$ cat config.mk
export PLATFORM = sky130hd
export DESIGN_NAME = lsm_sequencer
export DESIGN_NICKNAME = d
export VERILOG_FILES = /design/src/rtl/lsm_sequencer.sv
export SDC_FILE = /design/constraint.sdc
export NUM_CORES = 1
export LEC_CHECK = 0
export BUFFER_PORTS_ARGS = -buffer_cell sky130_fd_sc_hd__buf_2
export CAP_MARGIN = 30
export CORE_AREA = 2 2 65 67
export CTS_CLUSTER_SIZE = 30
export DETAILED_ROUTE_END_ITERATION = 7
export DIE_AREA = 0 0 67 69
export GPL_TIMING_DRIVEN = 1
export PLACE_DENSITY = 0.82
export SYNTH_ARGS = -nofsm -noshare
export SYNTH_HDL_FRONTEND = slang
export SYNTH_SLANG_ARGS = --single-unit
$ cat constraint.sdc
create_clock -name clk -period 4 [get_ports clk]
set_input_delay 0 -clock clk [delete_from_list [all_inputs] [get_ports clk]]
set_output_delay 0 -clock clk [all_outputs]
set_load 0.01 [all_outputs]
$ cat src/rtl/lsm_sequencer.sv
// LDM/STM register-list sequencer: walks the 16-bit register list one bit per cycle
// and issues a handshaked transfer for every set bit.
module lsm_sequencer (
    input  logic        clk,
    input  logic        reset,
    input  logic        lsm_start,
    input  logic        ir_23,
    input  logic [15:0] reg_list,
    input  logic        lsm_detect,
    input  logic        lsm_end,
    input  logic        xfer_ack,
    output logic        lsm_en,
    output logic        lsmahr_0,
    output logic        lsmahr_15,
    output logic [3:0]  lsm_counter,
    output logic [3:0]  lsm_reg_addr,
    output logic        xfer_req,
    output logic [4:0]  lsm_reg_count,
    output logic        lsm_busy,
    output logic        lsm_done
);

    typedef enum logic [1:0] {
        IDLE,
        CHECK,
        XFER,
        DONE
    } state_t;

    state_t      state;
    state_t      next_state;
    logic [15:0] lsmahr;
    logic        scan_down;
    logic        load;
    logic        step;
    logic        req_set;
    logic        req_clr;

    function automatic logic [4:0] popcount16(input logic [15:0] v);
        logic [4:0] n;
        n = '0;
        for (int i = 0; i < 16; i++) begin
            n = n + {4'd0, v[i]};
        end
        return n;
    endfunction

    // NOTE: sequential state uses non-blocking assignments so every flop samples
    // pre-edge values regardless of statement order.
    always_ff @(posedge clk) begin
        if (reset) begin
            state <= IDLE;
        end else begin
            state <= next_state;
        end
    end

    // NOTE: every signal written here gets a default first, so no path through
    // the case statement can leave one unassigned and infer a latch.
    always_comb begin
        next_state = state;
        load       = 1'b0;
        step       = 1'b0;
        req_set    = 1'b0;
        req_clr    = 1'b0;
        lsm_en     = 1'b0;
        lsm_busy   = 1'b1;
        lsm_done   = 1'b0;
        case (state)
            IDLE: begin
                lsm_busy = 1'b0;
                if (lsm_start) begin
                    load       = 1'b1;
                    next_state = CHECK;
                end
            end
            CHECK: begin
                lsm_en = 1'b1;
                if (lsm_detect) begin
                    req_set    = 1'b1;
                    next_state = XFER;
                end else if (lsm_end) begin
                    next_state = DONE;
                end else begin
                    step = 1'b1;
                end
            end
            XFER: begin
                lsm_en = 1'b1;
                if (xfer_ack) begin
                    req_clr = 1'b1;
                    if (lsm_end) begin
                        next_state = DONE;
                    end else begin
                        step       = 1'b1;
                        next_state = CHECK;
                    end
                end
            end
            DONE: begin
                lsm_done   = 1'b1;
                next_state = IDLE;
            end
            default: next_state = IDLE;
        endcase
    end

    // Stepping is suppressed at the terminal index, so the counter never wraps.
    always_ff @(posedge clk) begin
        if (reset) begin
            lsmahr        <= '0;
            lsm_counter   <= '0;
            scan_down     <= 1'b0;
            lsm_reg_count <= '0;
            lsm_reg_addr  <= '0;
            xfer_req      <= 1'b0;
        end else begin
            if (load) begin
                lsmahr        <= reg_list;
                lsm_counter   <= ir_23 ? 4'd15 : 4'd0;
                scan_down     <= ir_23;
                lsm_reg_count <= popcount16(reg_list);
            end else if (step) begin
                if (scan_down) begin
                    lsmahr      <= {lsmahr[14:0], 1'b0};
                    lsm_counter <= lsm_counter - 4'd1;
                end else begin
                    lsmahr      <= {1'b0, lsmahr[15:1]};
                    lsm_counter <= lsm_counter + 4'd1;
                end
            end
            if (req_set) begin
                xfer_req     <= 1'b1;
                lsm_reg_addr <= lsm_counter;
            end else if (req_clr) begin
                xfer_req <= 1'b0;
            end
        end
    end

    assign lsmahr_0  = lsmahr[0];
    assign lsmahr_15 = lsmahr[15];

endmodule

==> flow_summary.html, run 1 <==
<table>
<tr><th>Metric</th><th>Value</th></tr>
<tr><th colspan="2">Route</th></tr>
<tr><td>Total number of vias</td><td>roughly 1700</td></tr>
<tr><td>1st-pass router iterations</td><td>4</td></tr>
<tr><td>Post-Route WL</td><td>between 4 and 5 mm</td></tr>
<tr><td>Routed vias/inst</td><td>about 5.3</td></tr>
<tr><td>Number of nets with antenna violations after routing</td><td>0</td></tr>
<tr><td>Residual DRC</td><td>0</td></tr>
<tr><td>Mean routed wirelength per cell</td><td>around 13 um</td></tr>
<tr><td>Initial DRC Count</td><td>a little under 70</td></tr>
<tr><th colspan="2">GRT</th></tr>
<tr><td>Largest net degree at the start of global routing</td><td>35</td></tr>
<tr><td>GRT met2 Usage</td><td>30.9%</td></tr>
<tr><td>Aggregate global routing overflow</td><td>0</td></tr>
<tr><td>All-Layer GR Usage</td><td>between 20% and 30%</td></tr>
<tr><td>Met1 Usage GRT</td><td>roughly 29%</td></tr>
<tr><td>Number of antenna violations at the first check in global routing</td><td>0</td></tr>
<tr><td>Wire length of the first global-routing pass</td><td>around 7.4 mm</td></tr>
<tr><td>Vias in the first global route</td><td>1646</td></tr>
<tr><td>Most heavily used metal layer in global routing</td><td>met2</td></tr>
<tr><td>GR Layer Usage met3</td><td>around 4.2%</td></tr>
<tr><th colspan="2">Timing</th></tr>
<tr><td>Setup total negative slack</td><td>0 ps</td></tr>
<tr><td>Relative max-transition margin</td><td>48.3%</td></tr>
<tr><td>Highest attainable clock frequency</td><td>between 300 and 400 MHz</td></tr>
<tr><td>RSZ-0062 raised after global routing</td><td>false</td></tr>
<tr><td>Worst slew pin tran</td><td>between 700 and 800 ps</td></tr>
<tr><td>Part of the cycle the worst path needs</td><td>about 74%</td></tr>
<tr><td>Number of endpoints with negative hold slack in the final report</td><td>0</td></tr>
<tr><td>Final setup viols</td><td>0</td></tr>
<tr><td>Max-slew violation count</td><td>0</td></tr>
<tr><td>Final critical-path required period</td><td>2960 ps</td></tr>
<tr><td>Worst-case clock skew</td><td>between 7 and 8 ps</td></tr>
<tr><th colspan="2">Run</th></tr>
<tr><td>Maximum capacitance violations</td><td>0</td></tr>
<tr><th colspan="2">Critical path</th></tr>
<tr><td>Worst path slowest cell</td><td>sky130_fd_sc_hd__fa_1</td></tr>
<tr><td>Delay contributed by the slowest stage of the critical path</td><td>560 ps</td></tr>
<tr><td>Type of the worst setup path</td><td>in2reg</td></tr>
<tr><td>Buf+Inv Stages, Crit Path</td><td>4</td></tr>
<tr><td>Element type at the critical path start</td><td>input pin</td></tr>
<tr><td>Crit path cell chain</td><td>buf_2 &gt; inv_1 &gt; fa_1 &gt; fa_1 &gt; fa_1 &gt; fa_1 &gt; inv_1 &gt; ha_1 &gt; inv_1 &gt; fa_1 &gt; nor2b_1 &gt; nor3_1 &gt; a21oi_1 &gt; nor2_1</td></tr>
<tr><td>Biggest fanout along the worst timing path</td><td>2</td></tr>
<tr><td>Arrival time reported for the critical path endpoint</td><td>3120 ps</td></tr>
<tr><td>Critical path endpoint category</td><td>register</td></tr>
<tr><td>Most common cell type on the critical path</td><td>sky130_fd_sc_hd__fa_1</td></tr>
<tr><td>Cell family contributing the most delay on the critical path</td><td>adder cells</td></tr>
<tr><td>Worst path required time</td><td>roughly 4200 ps</td></tr>
<tr><th colspan="2">CTS</th></tr>
<tr><td>Setup bufs post-CTS</td><td>0</td></tr>
<tr><td>Clock tree from TritonCTS</td><td>built</td></tr>
<tr><td>Maximum buffer depth of the clock tree</td><td>2</td></tr>
<tr><td>Number of cells upsized or downsized after cts</td><td>0</td></tr>
<tr><td>Clock latency on the worst-skew pair</td><td>roughly 290 ps</td></tr>
<tr><td>Cts bufs inserted</td><td>5</td></tr>
<tr><td>Clock tree root driver cell</td><td>sky130_fd_sc_hd__clkbuf_8</td></tr>
<tr><td>Count of clock tree sinks</td><td>33</td></tr>
<tr><td>Hold buffer count at CTS</td><td>1</td></tr>
<tr><td>Deepest level of the CTS H-tree</td><td>2</td></tr>
<tr><td>CTS clock-pin slew for the worst setup and hold paths</td><td>approximately 70 ps</td></tr>
<tr><th colspan="2">Synth</th></tr>
<tr><td>Number of distinct library cell variants in the gate-level netlist after synthesis</td><td>37</td></tr>
<tr><td>Register bit total from synthesis</td><td>33</td></tr>
<tr><td>Synth Warn #</td><td>0</td></tr>
<tr><td>Fraction of registers with async set or reset after synthesis</td><td>0%</td></tr>
<tr><td>Main flop type after synthesis</td><td>sky130_fd_sc_hd__dfxtp_1</td></tr>
<tr><td>Cell count after synthesis</td><td>between 200 and 250</td></tr>
<tr><td>Sequential cell area fraction in the yosys report</td><td>31.3%</td></tr>
<tr><td>Netlist Area Pre-Place</td><td>between 2000 and 2500 um2</td></tr>
<tr><td>Count of flip-flops with a built-in enable after synthesis</td><td>0</td></tr>
<tr><td>Mean area per synthesized cell</td><td>8.99 um2</td></tr>
<tr><td>Total nets after synthesis</td><td>281</td></tr>
<tr><th colspan="2">Layout</th></tr>
<tr><td>Core utilization of the finished layout</td><td>63.6%</td></tr>
<tr><td>Area added between synthesis and finish</td><td>17.9%</td></tr>
<tr><td>Number of antenna cells inserted</td><td>0</td></tr>
<tr><td>Area taken by multi-input logic gates</td><td>1290 um2</td></tr>
<tr><td>Layout Nets</td><td>320</td></tr>
<tr><td>Total of fill cells in the finished design</td><td>around 350</td></tr>
<tr><td>Most common library cell in the layout ignoring fill and taps</td><td>sky130_fd_sc_hd__buf_2</td></tr>
<tr><td>Fraction of final layout cells with drive strength greater than 1</td><td>between 20% and 30%</td></tr>
<tr><td>Commonest cells after routing, fill and taps aside</td><td>41 x sky130_fd_sc_hd__buf_2, 33 x sky130_fd_sc_hd__dfxtp_1, 32 x sky130_fd_sc_hd__inv_1</td></tr>
<tr><td>Register Area</td><td>~660 um2</td></tr>
<tr><th colspan="2">Floorplan</th></tr>
<tr><td>Initial core utilization</td><td>54.0%</td></tr>
<tr><td>Num ports</td><td>between 40 and 50</td></tr>
<tr><td>Die Outline Area</td><td>~4600 um2</td></tr>
<tr><td>DIE HEIGHT</td><td>roughly 69 um</td></tr>
<tr><td>Area of the placeable core</td><td>around 3900 um2</td></tr>
<tr><td>Width of the die</td><td>between 60 and 70 um</td></tr>
<tr><td>Number of placement rows</td><td>23</td></tr>
<tr><th colspan="2">Placement</th></tr>
<tr><td>Routability congestion estimate from global placement</td><td>roughly 0.83</td></tr>
<tr><td>Port Buffer Count</td><td>41</td></tr>
<tr><td>DP HPWL</td><td>approximately 3.2 mm</td></tr>
<tr><th colspan="2">Power and ir drop</th></tr>
<tr><td>Lkg Pwr</td><td>1.10 nW</td></tr>
<tr><td>Power Dens Cells</td><td>496 nW/um2</td></tr>
<tr><td>Max rail drop VDD</td><td>between 0.0002 and 0.0003 V</td></tr>
<tr><th colspan="2">Outcome</th></tr>
<tr><td>Run status</td><td>finished clean</td></tr>
<tr><th colspan="2">Hold path</th></tr>
<tr><td>Type of the worst min-delay path</td><td>in2reg</td></tr>
</table>
layer usage:
layer	part of all wire, %	wire length [um]
met5	0	0
met4	1.5	65
met3	2.4	101
met2	49	2110
met1	47	1990
cell type report:
class,instances,area share (%)
Tap cell,50,2.51
Timing Repair Buffer,44,10.1
Multi-Input combinational cell,157,51.9
Sequential cell,33,26.5
Clock buffer,7,3.87
Inverter,33,4.97
Clock inverter,1,0.201
worst register-to-register path, cell delays in order, from the launching register on:
cell and delay, ps:
sky130_fd_sc_hd__dfxtp_1 820, sky130_fd_sc_hd__ha_1 410, sky130_fd_sc_hd__a21oi_1 210, sky130_fd_sc_hd__a21oi_1 110, sky130_fd_sc_hd__or4_1 460, sky130_fd_sc_hd__a31oi_1 160
state kept, by name, indices dropped and copies added, names as in the netlist:
register,cells
lsm_reg_addr,4
lsmahr,16
state,2
lsm_counter,4
lsm_reg_count,5
xfer_req,1
scan_down,1
cell usage after synthesis, types with 2 or more instances:
cell / n / share of area (%)
sky130_fd_sc_hd__a211oi_1: 2 / 0.71
sky130_fd_sc_hd__a21o_1: 3 / 1.1
sky130_fd_sc_hd__a21oi_1: 15 / 3.6
sky130_fd_sc_hd__a311oi_1: 2 / 0.83
sky130_fd_sc_hd__and2_1: 2 / 0.59
sky130_fd_sc_hd__buf_2: 3 / 0.71
sky130_fd_sc_hd__clkbuf_1: 9 / 1.6
sky130_fd_sc_hd__dfxtp_1: 33 / 31
sky130_fd_sc_hd__fa_1: 11 / 10
sky130_fd_sc_hd__ha_1: 12 / 7.1
sky130_fd_sc_hd__inv_1: 32 / 5.7
sky130_fd_sc_hd__mux2_1: 2 / 1.1
sky130_fd_sc_hd__mux2_2: 12 / 6.4
sky130_fd_sc_hd__mux2i_1: 15 / 7.1
sky130_fd_sc_hd__nand2_1: 16 / 2.8
sky130_fd_sc_hd__nand2b_1: 2 / 0.59
sky130_fd_sc_hd__nand3_1: 9 / 2.1
sky130_fd_sc_hd__nand3b_1: 2 / 0.71
sky130_fd_sc_hd__nor2_1: 6 / 1.1
sky130_fd_sc_hd__nor2b_1: 2 / 0.59
sky130_fd_sc_hd__o211ai_1: 2 / 0.71
sky130_fd_sc_hd__o21ai_1: 14 / 3.3
sky130_fd_sc_hd__or3_1: 13 / 3.9
sky130_fd_sc_hd__or4_1: 2 / 0.71
sky130_fd_sc_hd__xnor2_1: 2 / 0.83
power by group:
part           internal (W)  total, W  switching (W)
registers          0.000389  0.000442      0.0000529
clock network      0.000155  0.000276       0.000120
logic              0.000235  0.000518       0.000283
total              0.000780   0.00124       0.000456
through the flow:
step           setup WS, ps  instances  cell area [um2]  hold slack, ps  total power (W)
4_1_cts                1030        325             2490            9.00          0.00125
6_report               1040        325             2490            19.3          0.00124
2_1_floorplan           959        235             2110             151         0.000820
3_3_place_gp            783        315             2350             271         0.000946
5_1_grt                 861        325             2490            27.6          0.00134
3_5_place_dp            734        316             2380             276         0.000968
final timing paths:
| check | cells after the start | from | slack [ps] | endpoint |
|---|---|---|---|---|
| min | 3 | lsm_detect | 20 | lsm_reg_addr[3] |
| max reg2reg | 5 | scan_down | 1760 | lsm_counter[3] |
| min reg2reg | 2 | lsm_reg_addr[2] | 450 | lsm_reg_addr[2] |
| max | 14 | reg_list[0] | 1040 | lsm_reg_count[2] |
kinds of logic (layout without fill, tap and decap cells):
family,after synthesis,in the layout,share of synthesized area [%]
mux,29,29,14.6
fa+ha+maj,23,23,17.5
buf+inv,45,85,8.18
compound gates,45,45,12.9
flops,33,33,31.3
simple gates,58,58,14.7
xor+xnor,2,2,0.830
Note: power is estimated with default switching activity, not from simulation.
==> run 2, diff against run 1 <==
==> config.mk (replaced) <==
export PLATFORM = sky130hd
export DESIGN_NAME = lsm_sequencer
export DESIGN_NICKNAME = d
export VERILOG_FILES = /design/src/rtl/lsm_sequencer.sv
export SDC_FILE = /design/constraint.sdc
export NUM_CORES = 1
export LEC_CHECK = 0
export ABC_AREA = 1
export BUFFER_PORTS_ARGS = -buffer_cell sky130_fd_sc_hd__buf_2
export CAP_MARGIN = 30
export CORE_AREA = 2 2 70 72
export CTS_CLUSTER_SIZE = 30
export DETAILED_ROUTE_END_ITERATION = 7
export DIE_AREA = 0 0 72 74
export GPL_TIMING_DRIVEN = 1
export PLACE_DENSITY = 0.77
export SYNTH_ARGS = -nofsm -noshare
export SYNTH_HDL_FRONTEND = slang
export SYNTH_SLANG_ARGS = --single-unit
==> constraint.sdc (replaced) <==
create_clock -name clk -period 2.4 [get_ports clk]
set_input_delay 0 -clock clk [delete_from_list [all_inputs] [get_ports clk]]
set_output_delay 0 -clock clk [all_outputs]
set_load 0.01 [all_outputs]
==> flow_summary.html, run 2 <==
<table>
<tr><th>Metric</th><th>Value</th></tr>
<tr><th colspan="2">Placement</th></tr>
<tr><td>Routability congestion estimate from global placement</td><td>0.806 (-2.9%)</td></tr>
<tr><td>DP HPWL</td><td>3.72 mm (+15%)</td></tr>
<tr><td>Port Buffer Count</td><td>41 (unchanged)</td></tr>
<tr><td>Placed cell count</td><td>396 (+25%)</td></tr>
<tr><td>Post-placement setup slack</td><td>-710 ps (-1440 ps)</td></tr>
<tr><th colspan="2">CTS</th></tr>
<tr><td>Clock latency on the worst-skew pair</td><td>290 ps (about the same)</td></tr>
<tr><td>CTS clock-pin slew for the worst setup and hold paths</td><td>70 ps (about the same)</td></tr>
<tr><td>Maximum buffer depth of the clock tree</td><td>2 (unchanged)</td></tr>
<tr><td>Clock tree from TritonCTS</td><td>built</td></tr>
<tr><td>Clock tree root driver cell</td><td>sky130_fd_sc_hd__clkbuf_8</td></tr>
<tr><td>Cts bufs inserted</td><td>5 (unchanged)</td></tr>
<tr><td>Hold buffer count at CTS</td><td>0 (-1)</td></tr>
<tr><td>Deepest level of the CTS H-tree</td><td>2 (unchanged)</td></tr>
<tr><td>Count of clock tree sinks</td><td>33 (unchanged)</td></tr>
<tr><th colspan="2">Layout</th></tr>
<tr><td>Core utilization of the finished layout</td><td>57.3% (-6.3 points)</td></tr>
<tr><td>Fraction of final layout cells with drive strength greater than 1</td><td>25.0% (+1.0 points)</td></tr>
<tr><td>Largest reg by FF count</td><td>lsmahr</td></tr>
<tr><td>Number of antenna cells inserted</td><td>0 (unchanged)</td></tr>
<tr><td>Number of standard cells in the final layout excluding fillers</td><td>406 (+25%)</td></tr>
<tr><td>Commonest cells after routing, fill and taps aside</td><td>46 x sky130_fd_sc_hd__nor2_1, 43 x sky130_fd_sc_hd__inv_1, 39 x sky130_fd_sc_hd__nand2_1</td></tr>
<tr><td>Area added between synthesis and finish</td><td>20.0%</td></tr>
<tr><td>Biggest regs</td><td>lsmahr: 16 flops, lsm_reg_count: 5 flops</td></tr>
<tr><td>Most common library cell in the layout ignoring fill and taps</td><td>sky130_fd_sc_hd__nor2_1</td></tr>
<tr><td>Max reg flops</td><td>16 (unchanged)</td></tr>
<tr><td>Layout Nets</td><td>397 (+24%)</td></tr>
<tr><th colspan="2">Timing</th></tr>
<tr><td>Number of endpoints with negative hold slack in the final report</td><td>0 (unchanged)</td></tr>
<tr><td>Final critical-path required period</td><td>about 2700 ps</td></tr>
<tr><td>Setup total negative slack</td><td>-1190 ps (-1190 ps)</td></tr>
<tr><td>Highest attainable clock frequency</td><td>roughly 370 MHz</td></tr>
<tr><td>Max-slew violation count</td><td>0 (unchanged)</td></tr>
<tr><td>Worst-case clock skew</td><td>8.41 ps (+0.440 ps)</td></tr>
<tr><td>Final setup viols</td><td>4 (+4)</td></tr>
<tr><td>Worst Slack Setup Final</td><td>-339 ps (-1370 ps)</td></tr>
<tr><td>Relative max-transition margin</td><td>70.3% (+22 points)</td></tr>
<tr><td>Worst slew pin tran</td><td>445 ps (-329 ps)</td></tr>
<tr><td>Part of the cycle the worst path needs</td><td>114%</td></tr>
<tr><td>RSZ-0062 raised after global routing</td><td>true</td></tr>
<tr><th colspan="2">Route</th></tr>
<tr><td>Number of nets with antenna violations after routing</td><td>0 (unchanged)</td></tr>
<tr><td>Residual DRC</td><td>0 (unchanged)</td></tr>
<tr><td>Initial DRC Count</td><td>133 (+93%)</td></tr>
<tr><td>Total number of vias</td><td>2036 (+18%)</td></tr>
<tr><td>1st-pass router iterations</td><td>4 (unchanged)</td></tr>
<tr><td>Post-Route WL</td><td>5.02 mm (+18%)</td></tr>
<tr><td>Routed vias/inst</td><td>5.01 (-5.4%)</td></tr>
<tr><td>Mean routed wirelength per cell</td><td>12.4 um (-5.6%)</td></tr>
<tr><th colspan="2">GRT</th></tr>
<tr><td>Wire length of the first global-routing pass</td><td>8.78 mm (+18%)</td></tr>
<tr><td>Aggregate global routing overflow</td><td>0 (unchanged)</td></tr>
<tr><td>All-Layer GR Usage</td><td>20.9% (+0.44 points)</td></tr>
<tr><td>Vias in the first global route</td><td>1985 (+21%)</td></tr>
<tr><td>Number of antenna violations at the first check in global routing</td><td>0 (unchanged)</td></tr>
<tr><td>Largest net degree at the start of global routing</td><td>27 (-23%)</td></tr>
<tr><th colspan="2">Power and ir drop</th></tr>
<tr><td>Combinational power share</td><td>49.4% (+7.5 points)</td></tr>
<tr><td>Power Dens Cells</td><td>892 nW/um2 (+80%)</td></tr>
<tr><td>Share of power burned in registers</td><td>32.7% (-3.1 points)</td></tr>
<tr><td>Net switching power</td><td>0.000989 W (+120%)</td></tr>
<tr><td>Share of power burned in the clock network</td><td>17.9% (-4.4 points)</td></tr>
<tr><td>Max rail drop VDD</td><td>0.000449 V (+51%)</td></tr>
<tr><td>Cell-internal power</td><td>0.00136 W (+75%)</td></tr>
<tr><td>Lkg Pwr</td><td>1.31 nW (+19%)</td></tr>
<tr><td>Net switching share of the total power</td><td>42.0% (+5.2 points)</td></tr>
<tr><th colspan="2">Critical path</th></tr>
<tr><td>Worst-case reg-to-reg path depth</td><td>8 (+3)</td></tr>
<tr><td>Element type at the critical path start</td><td>input pin</td></tr>
<tr><td>Arrival time reported for the critical path endpoint</td><td>2960 ps (-160 ps)</td></tr>
<tr><td>Worst path required time</td><td>2620 ps (-1530 ps)</td></tr>
<tr><td>FF-to-FF setup slack</td><td>510 ps (-1250 ps)</td></tr>
<tr><td>Biggest fanout along the worst timing path</td><td>2 (unchanged)</td></tr>
<tr><td>FF-to-FF Start</td><td>state[0]</td></tr>
<tr><td>Worst reg2reg path endpoint</td><td>lsm_counter[1]</td></tr>
<tr><td>Critical path endpoint category</td><td>register</td></tr>
<tr><td>Type of the worst setup path</td><td>in2reg</td></tr>
<tr><th colspan="2">Outcome</th></tr>
<tr><td>Failing checks</td><td>setup timing</td></tr>
<tr><td>Run status</td><td>complete, but fails checks</td></tr>
<tr><th colspan="2">Synth</th></tr>
<tr><td>Cell count after synthesis</td><td>301 (+28%)</td></tr>
<tr><td>Netlist Area Pre-Place</td><td>2200 um2 (+4.0%)</td></tr>
<tr><td>Main flop type after synthesis</td><td>sky130_fd_sc_hd__dfxtp_1</td></tr>
<tr><td>Area leader, netlist</td><td>sky130_fd_sc_hd__dfxtp_1</td></tr>
<tr><td>Synth Warn #</td><td>0 (unchanged)</td></tr>
<tr><td>Mean area per synthesized cell</td><td>7.30 um2 (-19%)</td></tr>
<tr><td>Count of flip-flops with a built-in enable after synthesis</td><td>0 (unchanged)</td></tr>
<tr><td>Yosys top cell area share</td><td>30.1% (-1.2 points)</td></tr>
<tr><td>Register bit total from synthesis</td><td>33 (unchanged)</td></tr>
<tr><td>Fraction of registers with async set or reset after synthesis</td><td>0% (unchanged)</td></tr>
<tr><td>Sequential cell area fraction in the yosys report</td><td>30.1% (-1.2 points)</td></tr>
<tr><td>Most frequent cells after synthesis</td><td>53 x sky130_fd_sc_hd__inv_1, 46 x sky130_fd_sc_hd__nor2_1, 39 x sky130_fd_sc_hd__nand2_1, 33 x sky130_fd_sc_hd__dfxtp_1</td></tr>
<tr><td>Total nets after synthesis</td><td>347 (+23%)</td></tr>
<tr><td>Top post-synthesis cells by area</td><td>sky130_fd_sc_hd__dfxtp_1 30%, sky130_fd_sc_hd__fa_1 10%, sky130_fd_sc_hd__inv_1 9.1%</td></tr>
<tr><td>Number of distinct library cell variants in the gate-level netlist after synthesis</td><td>26 (-30%)</td></tr>
<tr><td>Most frequent cell after synthesis</td><td>sky130_fd_sc_hd__inv_1</td></tr>
<tr><th colspan="2">Run</th></tr>
<tr><td>Maximum capacitance violations</td><td>0 (unchanged)</td></tr>
<tr><th colspan="2">Floorplan</th></tr>
<tr><td>Num ports</td><td>42 (unchanged)</td></tr>
<tr><td>Die Outline Area</td><td>5330 um2 (+15%)</td></tr>
<tr><td>Area of the placeable core</td><td>4600 um2 (+17%)</td></tr>
<tr><td>DIE HEIGHT</td><td>74 um (+7.2%)</td></tr>
<tr><td>Number of placement rows</td><td>25 (+8.7%)</td></tr>
<tr><td>Width of the die</td><td>72 um (+7.5%)</td></tr>
<tr><td>Initial core utilization</td><td>47.8% (-6.2 points)</td></tr>
<tr><th colspan="2">Hold path</th></tr>
<tr><td>Cells on Worst Hold Path</td><td>3 (unchanged)</td></tr>
<tr><td>Worst Hold Path EP</td><td>scan_down</td></tr>
<tr><td>Type of the worst min-delay path</td><td>in2reg</td></tr>
<tr><td>Worst Min Path Start</td><td>ir_23</td></tr>
</table>
run 2: cell count changes in the layout (fill, tap and decap cells not counted), sizes merged, moves of 14 or more:
cell	delta
mux2i	-15
mux2	-14
nand2	+29
o21ai	+19
nor2	+41
inv	+22
run 2: per-stage QoR:
step / cell area (um2) / total power [W] / hold WS [ps]
global route: 2640 / 0.00257 / 40.8
finish: 2640 / 0.00235 / 30.7
CTS: 2620 / 0.00235 / 20.6
global placement: 2490 / 0.00187 / 317
floorplan: 2220 / 0.00165 / 176
detailed placement: 2490 / 0.00191 / 322
run 2: cell type report:
type                       count  area (um2)
clock buffer                   5        68.8
multi-input combinational    201        1260
tap                           54        67.6
timing repair buffer          56         353
fill                         431        1960
clock inverter                 3        17.5
inverter                      54         213
sequential                    33         661
run 2: power by group through the flow:
| stage | Clock (W) | Sequential (W) | Combinational, W |
|---|---|---|---|
| floorplan | 0 | 0.000793 | 0.000858 |
| global placement | 0 | 0.000774 | 0.00110 |
| detailed placement | 0 | 0.000780 | 0.00113 |
| CTS | 0.000425 | 0.000769 | 0.00116 |
| global route | 0.000449 | 0.000787 | 0.00133 |
| finish | 0.000420 | 0.000770 | 0.00116 |
run 2: what timing repair did:
| action | 4_1_cts | 5_1_grt |
|---|---|---|
| gates resized for setup | 12 | 2 |
| setup endpoints to repair | 5 | 5 |
| gates cloned | 0 | 0 |
| buffers inserted | 1 | 1 |
| pin swaps | 4 | 3 |
run 2: cells by family after synthesis:
logic type      share of synthesized area, %
fa+ha+maj                               16.9
compound gates                          19.6
xor+xnor                               0.797
simple gates                            18.9
flops                                   30.1
buf+inv                                 13.8
run 2: critical path, cell delays in order:
cell and delay (ps):
sky130_fd_sc_hd__buf_6 70, sky130_fd_sc_hd__inv_4 30, sky130_fd_sc_hd__fa_1 550, sky130_fd_sc_hd__fa_1 450, sky130_fd_sc_hd__fa_1 530, sky130_fd_sc_hd__fa_1 430, sky130_fd_sc_hd__inv_2 80, sky130_fd_sc_hd__ha_4 130
sky130_fd_sc_hd__inv_2 30, sky130_fd_sc_hd__fa_2 340, sky130_fd_sc_hd__o21ai_1 140, sky130_fd_sc_hd__nand2_1 60, sky130_fd_sc_hd__a21oi_1 120
run 2: worst max path at each step:
stage,startpoint,end,slack (ps)
final,reg_list[9],lsm_reg_count[4],-340
after global routing,reg_list[9],lsm_reg_count[4],-460
after CTS,reg_list[0],lsm_reg_count[4],-350
after detailed placement,reg_list[11],lsm_reg_count[4],-710
after global placement,reg_list[11],lsm_reg_count[4],-620
after floorplan,reg_list[11],lsm_reg_count[4],-420
run 2: per-layer routing:
| metal | wire length, um | part of all wire (%) | GRT usage (%) | vias up |
|---|---|---|---|---|
| met5 | 0 | 0 | 0 | - |
| met4 | 117 | 2.3 | 7.13 | 0 |
| met3 | 260 | 5.2 | 3.52 | 12 |
| met2 | 2340 | 46 | 35.0 | 60 |
| met1 | 2310 | 46 | 27.8 | 911 |
| li1 | - | - | - | 1053 |
